==> src/rtl/encoder_pkg.sv <==
// Shared types for the tokenizer encoder scheduler.
// UNK_ID is used only when ENCODER_SCHED_UNK_EN is defined.
package encoder_pkg;

  localparam int TOKEN_W = 8;

  typedef logic [TOKEN_W-1:0] token_id_t;

  localparam token_id_t UNK_ID = '1;

  typedef enum logic [2:0] {
    S_IDLE,
    S_SCAN,
    S_WAIT,
    S_EVAL,
    S_EMIT,
    S_FINISH
  } enc_sched_state_e;

endpackage

==> src/rtl/encoder_best_match.sv <==
// Best-candidate register for one input position.
// A candidate replaces the held entry only when strictly longer.
module encoder_best_match #(
  parameter int LW = 5,
  parameter int IW = 8
) (
  input  logic          clk,
  input  logic          rst_n,
  input  logic          clr,
  input  logic          cand,
  input  logic [LW-1:0] len,
  input  logic [IW-1:0] id,
  output logic [LW-1:0] best_len,
  output logic [IW-1:0] best_id
);

  always_ff @(posedge clk or negedge rst_n) begin
    if (!rst_n) begin
      best_len <= '0;
      best_id  <= '0;
    end else if (clr) begin
      best_len <= '0;
      best_id  <= '0;
    end else if (cand && (len > best_len)) begin
      best_len <= len;
      best_id  <= id;
    end
  end

endmodule

==> src/rtl/encoder_sched.sv <==
// Encoder scheduler: longest-match token selection per input position.
// Define ENCODER_SCHED_UNK_EN to emit UNK_ID for unmatched bytes.
module encoder_sched
  import encoder_pkg::*;
#(
  parameter int ADDR_WIDTH = 4,
  parameter int DATA_WIDTH = 8,
  parameter int VOCAB_SIZE = 16
) (
  input  logic                  clk,
  input  logic                  rst_n,
  input  logic                  cs,
  input  logic [ADDR_WIDTH:0]   in_len,
  output logic                  m_start,
  output logic [ADDR_WIDTH-1:0] m_ai,
  output logic [ADDR_WIDTH-1:0] m_av,
  input  logic                  m_done,
  input  logic                  m_found,
  input  logic [ADDR_WIDTH:0]   m_len,
  output logic [ADDR_WIDTH-1:0] ao,
  output logic                  w,
  output logic [DATA_WIDTH-1:0] wdata,
  output logic                  busy,
  output logic                  done,
  output logic                  ovf,
  output logic [ADDR_WIDTH:0]   ntok
);

  localparam int LW = ADDR_WIDTH + 1;
  localparam int SW = ADDR_WIDTH + 2;

  enc_sched_state_e state, state_nx;

  logic [LW-1:0]         ptr;
  logic [ADDR_WIDTH-1:0] vidx;
  logic [ADDR_WIDTH-1:0] ao_q;
  logic [LW-1:0]         ntok_q;
  logic                  ovf_q;
  logic [LW-1:0]         best_len;
  logic [DATA_WIDTH-1:0] best_id;
  logic [DATA_WIDTH-1:0] tok;
  logic [LW-1:0]         adv;
  logic [SW-1:0]         fit_sum;
  logic [SW-1:0]         ptr_nx;
  logic                  run;
  logic                  cand;
  logic                  clr_best;
  logic                  has_best;
  logic                  last_v;
  logic                  wr_tok;

  assign run = (state == S_SCAN) || (state == S_WAIT) ||
               (state == S_EVAL) || (state == S_EMIT);

  // Sums are one bit wider than in_len so they never wrap
  assign fit_sum  = SW'(ptr) + SW'(m_len);
  assign cand     = (state == S_WAIT) && m_done && m_found &&
                    (m_len != '0) && (fit_sum <= SW'(in_len));
  assign last_v   = (vidx == ADDR_WIDTH'(VOCAB_SIZE - 1));
  assign has_best = (best_len != '0);
  assign adv      = has_best ? best_len : LW'(1);
  assign ptr_nx   = SW'(ptr) + SW'(adv);
  assign clr_best = (state == S_IDLE) || (state == S_EMIT);

`ifdef ENCODER_SCHED_UNK_EN
  assign wr_tok = 1'b1;
  assign tok    = has_best ? best_id : DATA_WIDTH'(UNK_ID);
`else
  assign wr_tok = has_best;
  assign tok    = best_id;
`endif

  encoder_best_match #(
    .LW(LW),
    .IW(DATA_WIDTH)
  ) u_best (
    .clk     (clk),
    .rst_n   (rst_n),
    .clr     (clr_best),
    .cand    (cand),
    .len     (m_len),
    .id      (DATA_WIDTH'(vidx)),
    .best_len(best_len),
    .best_id (best_id)
  );

  assign m_ai  = ptr[ADDR_WIDTH-1:0];
  assign m_av  = vidx;
  assign ao    = ao_q;
  assign ntok  = ntok_q;
  assign ovf   = ovf_q;
  assign wdata = w ? tok : '0;

  always_comb begin
    state_nx = state;
    m_start  = 1'b0;
    w        = 1'b0;
    busy     = run;
    done     = (state == S_FINISH);
    unique case (state)
      S_IDLE: begin
        if (cs) state_nx = (in_len == '0) ? S_FINISH : S_SCAN;
      end
      S_SCAN: begin
        m_start  = cs;
        state_nx = S_WAIT;
      end
      S_WAIT: begin
        if (m_done) state_nx = S_EVAL;
      end
      S_EVAL: begin
        state_nx = last_v ? S_EMIT : S_SCAN;
      end
      S_EMIT: begin
        w = cs && wr_tok;
        if (ptr_nx >= SW'(in_len)) state_nx = S_FINISH;
        else if (wr_tok && (ao_q == '1)) state_nx = S_FINISH;
        else state_nx = S_SCAN;
      end
      S_FINISH: begin
        if (!cs) state_nx = S_IDLE;
      end
      default: state_nx = S_IDLE;
    endcase
    if (run && !cs) state_nx = S_IDLE;
  end

  always_ff @(posedge clk or negedge rst_n) begin
    if (!rst_n) begin
      state  <= S_IDLE;
      ptr    <= '0;
      vidx   <= '0;
      ao_q   <= '0;
      ntok_q <= '0;
      ovf_q  <= 1'b0;
    end else begin
      state <= state_nx;
      if ((state == S_IDLE) && cs) begin
        ptr    <= '0;
        vidx   <= '0;
        ao_q   <= '0;
        ntok_q <= '0;
        ovf_q  <= 1'b0;
      end
      if ((state == S_EVAL) && cs && !last_v) begin
        vidx <= vidx + 1'b1;
      end
      if ((state == S_EMIT) && cs) begin
        vidx <= '0;
        ptr  <= ptr_nx[LW-1:0];
        if (wr_tok) begin
          ao_q   <= ao_q + 1'b1;
          ntok_q <= ntok_q + 1'b1;
          if ((ptr_nx < SW'(in_len)) && (ao_q == '1)) ovf_q <= 1'b1;
        end
      end
    end
  end

endmodule

==> config.mk <==
export PLATFORM = sky130hd
export DESIGN_NAME = encoder_sched
export DESIGN_NICKNAME = d
export VERILOG_FILES = /design/src/rtl/encoder_pkg.sv /design/src/rtl/encoder_best_match.sv /design/src/rtl/encoder_sched.sv
export SDC_FILE = /design/constraint.sdc
export NUM_CORES = 1
export LEC_CHECK = 0
export CORE_ASPECT_RATIO = 0.5
export CORE_MARGIN = 4
export CORE_UTILIZATION = 52
export CTS_BUF_LIST = sky130_fd_sc_hd__clkbuf_8
export CTS_CLUSTER_DIAMETER = 60
export DETAILED_ROUTE_END_ITERATION = 6
export PLACE_DENSITY = 0.8
export REMOVE_ABC_BUFFERS = 1
export SYNTH_ARGS = -nofsm -noshare
export SYNTH_HDL_FRONTEND = slang
export SYNTH_SLANG_ARGS = --single-unit
export TNS_END_PERCENT = 20
==> constraint.sdc <==
create_clock -name clk -period 5.9 [get_ports clk]
set_clock_uncertainty 0.2 [all_clocks]
set_input_delay 1.18 -clock clk [delete_from_list [all_inputs] [get_ports clk]]
set_output_delay 1.18 -clock clk [all_outputs]
set_load 0.02 [all_outputs]
=== Word-level counts from Yosys, hierarchy flattened ===
Cells that the tools add are included.

* Bits in registers: 35
* Bits in latches: 0
* Memory bits (writable): 0
* Memory bits (read-only): 0
* Input bits: 15
* Output and inout bits: 30
* Logic and storage cells: 86
* Memories kept: 0

* $add $sub $neg: 5
* Multiply operators: 0
* Div/mod/pow operators: 0
* Order comparisons: 4
* Equal/unequal tests: 10
* Shifts and indexed selects: 0
* Muxes and demuxes: 32
* Bitwise gates (word level): 0
* Reductions and logical operators: 27

{| class="wikitable"
|+ Operators with widths
! operator !! count
|-
| 2-to-1 mux 5 bit || 8
|-
| 2-to-1 mux 3 bit || 8
|-
| 2-to-1 mux 4 bit || 6
|-
| 2-to-1 mux 8 bit || 3
|-
| case mux 3 bit (6 select lines) || 1
|-
| logical AND 1 bit || 13
|-
| adder 5 x 5 -> 6 bit || 2
|-
| nonzero test 5 bit || 2
|-
| != test 3 x 2 -> 1 bit, second input constant || 3
|-
| adder 4 x 1 -> 4 bit, second input constant || 2
|-
| equality test 4 bit, second input constant || 2
|-
| equality test 3 x 2 -> 1 bit, second input constant || 2
|-
| equality test 3 bit, second input constant || 2
|-
| >= comparator 6 x 5 -> 1 bit || 1
|-
| less-or-equal comparator 6 x 5 -> 1 bit || 1
|-
| less-than comparator 6 x 5 -> 1 bit || 1
|-
| 2-to-1 mux 1 bit || 6
|-
| adder 5 x 1 -> 5 bit, second input constant || 1
|-
| greater-than comparator 5 bit || 1
|-
| logical NOT 5 bit || 1
|-
| logical OR 1 bit || 4
|-
| nonzero test 2 bit || 2
|-
| equality test 3 x 1 -> 1 bit, second input constant || 1
|-
| logical NOT 3 bit || 1
|-
| other kinds (3) || 4
|}

=== Logic depth before layout (Yosys ltp) ===
* Depth after elaboration: 8
* Mapped depth: 15
* Gate-level depth less buffers: 15

=== By module ===
From an unflattened synthesis, not the netlist that was laid out.

* Cells, all modules: 279
* Area total of the unflattened synthesis: 2592.5 um^2

{| class="wikitable"
|+ By module, submodules not included
! module !! instances !! cells each !! area each (um^2)
|-
| encoder_sched || 1 || 206 || 1808.0
|-
| encoder_best_match || 1 || 73 || 784.5
|}

=== Worst setup path after synthesis ===
OpenSTA, ideal clock, no wires.

* Path kind: input port to output port
* Start point: input cs
* End point: output wdata[0]
* Arrival: 2.392 ns
* Data required time: 4.520 ns
* Setup slack: 2.128 ns
* Stages: 5
* Buffers on the path: 2
* Cell sequence: or3b_1 buf_2 a211oi_4 buf_4 and2_1

* Cells in the longest elaborated chain, start to end: 3

{| class="wikitable"
|+ RTL lines
! item !! RTL line !! text
|-
| start, declared || encoder_sched.sv:12 || <nowiki>input logic cs,</nowiki>
|-
| logical AND 1 bit || encoder_sched.sv:115 || <nowiki>w = cs && wr_tok;</nowiki>
|-
| 2-to-1 mux 1 bit || encoder_sched.sv:100 || <nowiki>unique case (state)</nowiki>
|-
| net w || encoder_sched.sv:21 || <nowiki>output logic w,</nowiki>
|-
| 2-to-1 mux 8 bit || encoder_sched.sv:92 || <nowiki>assign wdata = w ? tok : '0;</nowiki>
|-
| end, declared || encoder_sched.sv:22 || <nowiki>output logic [DATA_WIDTH-1:0] wdata,</nowiki>
|}

The timed path passes the listed nets, and every way through them passes these cells.

=== Final worst setup path ===
* Start point: input cs
* End point: output wdata[1]

* Cells in the longest elaborated chain, start to end: 3

{| class="wikitable"
|+ RTL lines
! item !! RTL line
|-
| logical AND 1 bit || encoder_sched.sv:115
|-
| 2-to-1 mux 1 bit || encoder_sched.sv:100
|-
| 2-to-1 mux 8 bit || encoder_sched.sv:92
|}

No other way between the ends.

==> impl_results.md <==
* Top-count cell post-synth: dfrtp_1
* Sw Ratio at 28.39%
* Gpl congestion at 0.8774
* Post-route setup slack at 0.8244 ns
* Initial Util at 56.74%
* Worst-path clk slew at 0.06 ns
* Hold Crit Class: reg -> reg
* DP Wirelength at 4.251 mm
* WS Path Type: in -> out
* Commonest cells post-synth: dfrtp_1 (31), inv_1 (29), nand2_1 (29)
* Cell-internal power at 399.1 uW
* Cell variety after synth at 44
* FF-to-FF path depth at 15
* Synth area leaders: dfrtp_1 (33%), ha_1 (15%), inv_1 (4.7%), nand2_1 (4.7%), mux2i_1 (3.9%)
* Routed wire per std cell at 15.55 um
* Yosys warns at 0
* Leak Pwr at 0.001324 uW
* Peak VDD IR at 0.0001321 V
* Synth Register Bits at 31
* Hold path cells at 2
* # fillers at 344
* Crit path max-delay family: buffers and inverters
* Mapped cell area at 0.002317 mm2
* Reg power frac at 41.3%
* Area of the multi-input gates at 0.001338 mm2
* Sequential element share of the synthesized area at 33.48%
* Iteration-0 DRC Markers at 71
* Post-Synthesis Cells at 260
* H-tree Lvls at 2
* WP buf/inv at 2
* M1 WL at 2.456 mm
* PwrDens at 198.0 mW/mm2
* Met2 wire length at 2.521 mm
* Net Switching at 158.2 uW
* Total CTS buffers at 5
* Dpl cell area at 0.002698 mm2
* Startpoint Class: input port
* Worst reg2reg setup slack at 2.03 ns
* Post-synth EDFFs at 0
* Nets at 338
* DR vias/cell at 5.506
* DIE AREA at 0.005653 mm2
* GRT Util Overall at 21.06%
* Post-CTS Hold Buffers at 0
* Hold Violations, Final at 0
* Buffers from clock root to sink, at most at 2
* Drt total wl at 5.413 mm
* Worst-margin pin slew at 0.6161 ns
* Arrival @ worst endpoint at 3.70 ns
* Input/output buffers at 40
* Post-CTS Setup Repair Bufs at 0
* I/O pins at 45
* Combinational Power Share at 19.4%
* CTS tree: built
* Req. time, crit path at 4.52 ns
* Grt total ovfl at 0
* Ys flop type: dfrtp_1
* Area Growth Syn to Fin at 21.49%
* First-pass GRT wire length at 9.425 mm
* Vias in the first global route at 1,953
* Die H at 55.21 um
* Peak Freq at 0.1970 GHz
* DRC errors left at 0
* Antenna diode count at 0
* Max Cap Violations at 0
* RSZ-0062 raised after global routing: false
* Reg-to-Reg End: state[2]$_DFFE_PN0P_
* Most common cell on crit path: clkdlybuf4s50_1
* Post_cts resized at 0
* Power share of the clock group at 39.3%
* Layout cells sized above 1 at 5.782%
* Die width at 102.4 um
* DR vias at 1,916
* Relative slew margins at 58.58%
* Top layer in use: met4
* Slowest-stage cell, CP: clkdlybuf4s50_1
* ANT nets after route at 0
* Fin Setup TNS at 0 ns
* Clock root buffer: clkbuf_8
* Crit path max fanout at 15
* Tot Pwr at 557.3 uW
* Pre-antenna DRT Iters at 4
* R2r startpoint: u_best.best_len[1]$_DFFE_PN0P_
* Slowest stage delay, CP at 0.61 ns
* Hold Path End: ovf$_DFF_PN0_
* Leading area contributor after synthesis: dfrtp_1
* Design area at 0.002815 mm2
* Period utilization at 86.03%
* Async S/R FF share, synth at 100.0%
* Min Tclk post-route at 5.076 ns
* CTS Sinks at 31
* Hold Path Origin: ovf$_DFF_PN0_
* CP Cell Sequence: clkdlybuf4s50_1 > or3b_1 > a211oi_4 > and2_1 > clkdlybuf4s50_1
* Site row count at 16
* Initial antenna violation count at 0
* Post-synth top area share at 33.48%
* CP endpoint kind: output port
* DP Cell Count at 340
* FF+latch area at 775.7 um2
* Slew Limit Fails at 0
* Outcome: completed
* Skew-Pair Late Insertion Delay at 0.29 ns
* Syn avg cell area at 8.912 um2
* Met3 WL at 334 um
* Post-Place Worst Slack at 0.8302 ns
* Core area at 0.004084 mm2
* Layout Cells excl Fill at 348
* Pin count of the biggest net entering global routing at 32
* Final setup violation count at 0
[area by class of cell]
type | count | share of cell area (%)
Sequential cell | 31 | 27.56
Inverter | 29 | 3.867
Tap cell | 54 | 2.400
Multi-Input combinational cell | 185 | 47.51
Timing Repair Buffer | 41 | 14.49
Clock buffer | 6 | 2.933
Clock inverter | 2 | 1.244
[cells in the final DEF (no fill, tap or decap), types with 4 or more instances in the layout]
cell type,Yosys,routed
o21ai_0,10,10
a21o_1,5,5
nand4_1,5,5
nor2b_1,5,5
nand2_1,29,29
ha_1,28,28
clkbuf_8,0,6
nor2_1,17,17
nand3_1,11,11
conb_1,1,4
and2_1,4,4
a21oi_1,8,8
dfrtp_1,31,31
xor2_1,4,4
mux2i_1,9,9
clkdlybuf4s50_1,0,40
inv_1,29,29
xnor2_1,7,7
[layer usage]
metal / vias to the layer above / global-route usage [%]
li1: 944 / -
met1: 904 / 29.08
met2: 57 / 33.33
met3: 11 / 4.020
met4: 0 / 6.729
met5: - / 0
[worst max-delay path by stage]
stage               from  endpoint  cells past startpoint
finish                cs  wdata[1]                      5
global route          cs  wdata[3]                      5
CTS                   cs  wdata[1]                      5
detailed placement    cs  wdata[1]                      5
global placement      cs  wdata[0]                      5
floorplan             cs  wdata[0]                      3
[flip-flops by register name, summed over array words and instances (netlist names)]
register and flops:
state 3, ovf 1, u_best.best_id 4, m_av 4, u_best.best_len 5, ao 4
ptr 5, ntok 5
[kinds of logic (layout without fill, tap and decap cells)]
group                      Yosys count  after routing  synth area share (%)
and+or+nand+nor                     85             85                 18.09
buffers and inverters               47             78                 9.287
AOI/OAI and AO/OA                   44             44                 13.12
DFF                                 31             31                 33.48
adders and majority gates           30             30                 16.85
xor gates and xnor gates            11             11                 4.158
muxes                               11             11                 4.860
other                                1              4                0.1618
[power groups by stage]
| stage | registers, uW | clock network [uW] | logic (uW) |
|---|---|---|---|
| 6_report | 230 | 219 | 108 |
| 5_1_grt | 232 | 231 | 121 |
| 4_1_cts | 230 | 222 | 108 |
| 3_5_place_dp | 234 | 0 | 108 |
| 3_3_place_gp | 234 | 0 | 103 |
| 2_1_floorplan | 234 | 0 | 62.2 |
[worst reg2reg max path: stages, from the launching register on]
cell and delay, ns:
dfrtp_1 0.45, nor4_2 0.61, or2_2 0.22, ha_1 0.15
inv_1 0.05, fa_1 0.40, inv_1 0.07, a21o_1 0.11
a21oi_1 0.07, xnor2_1 0.21, ha_1 0.29, and3_1 0.17
o21ai_0 0.08, nand3_1 0.16, nor4_1 0.37, o22ai_1 0.13
[through the flow]
stage	utilization, %	hold slack, ns
final	68.93	0.2959
after global placement	66.05	0.2933
after detailed placement	66.05	0.2842
after CTS	68.93	0.2988
after floorplan	-	0.2944
after global routing	68.93	0.3323
No activity file was read; power rests on OpenSTA's default activity.
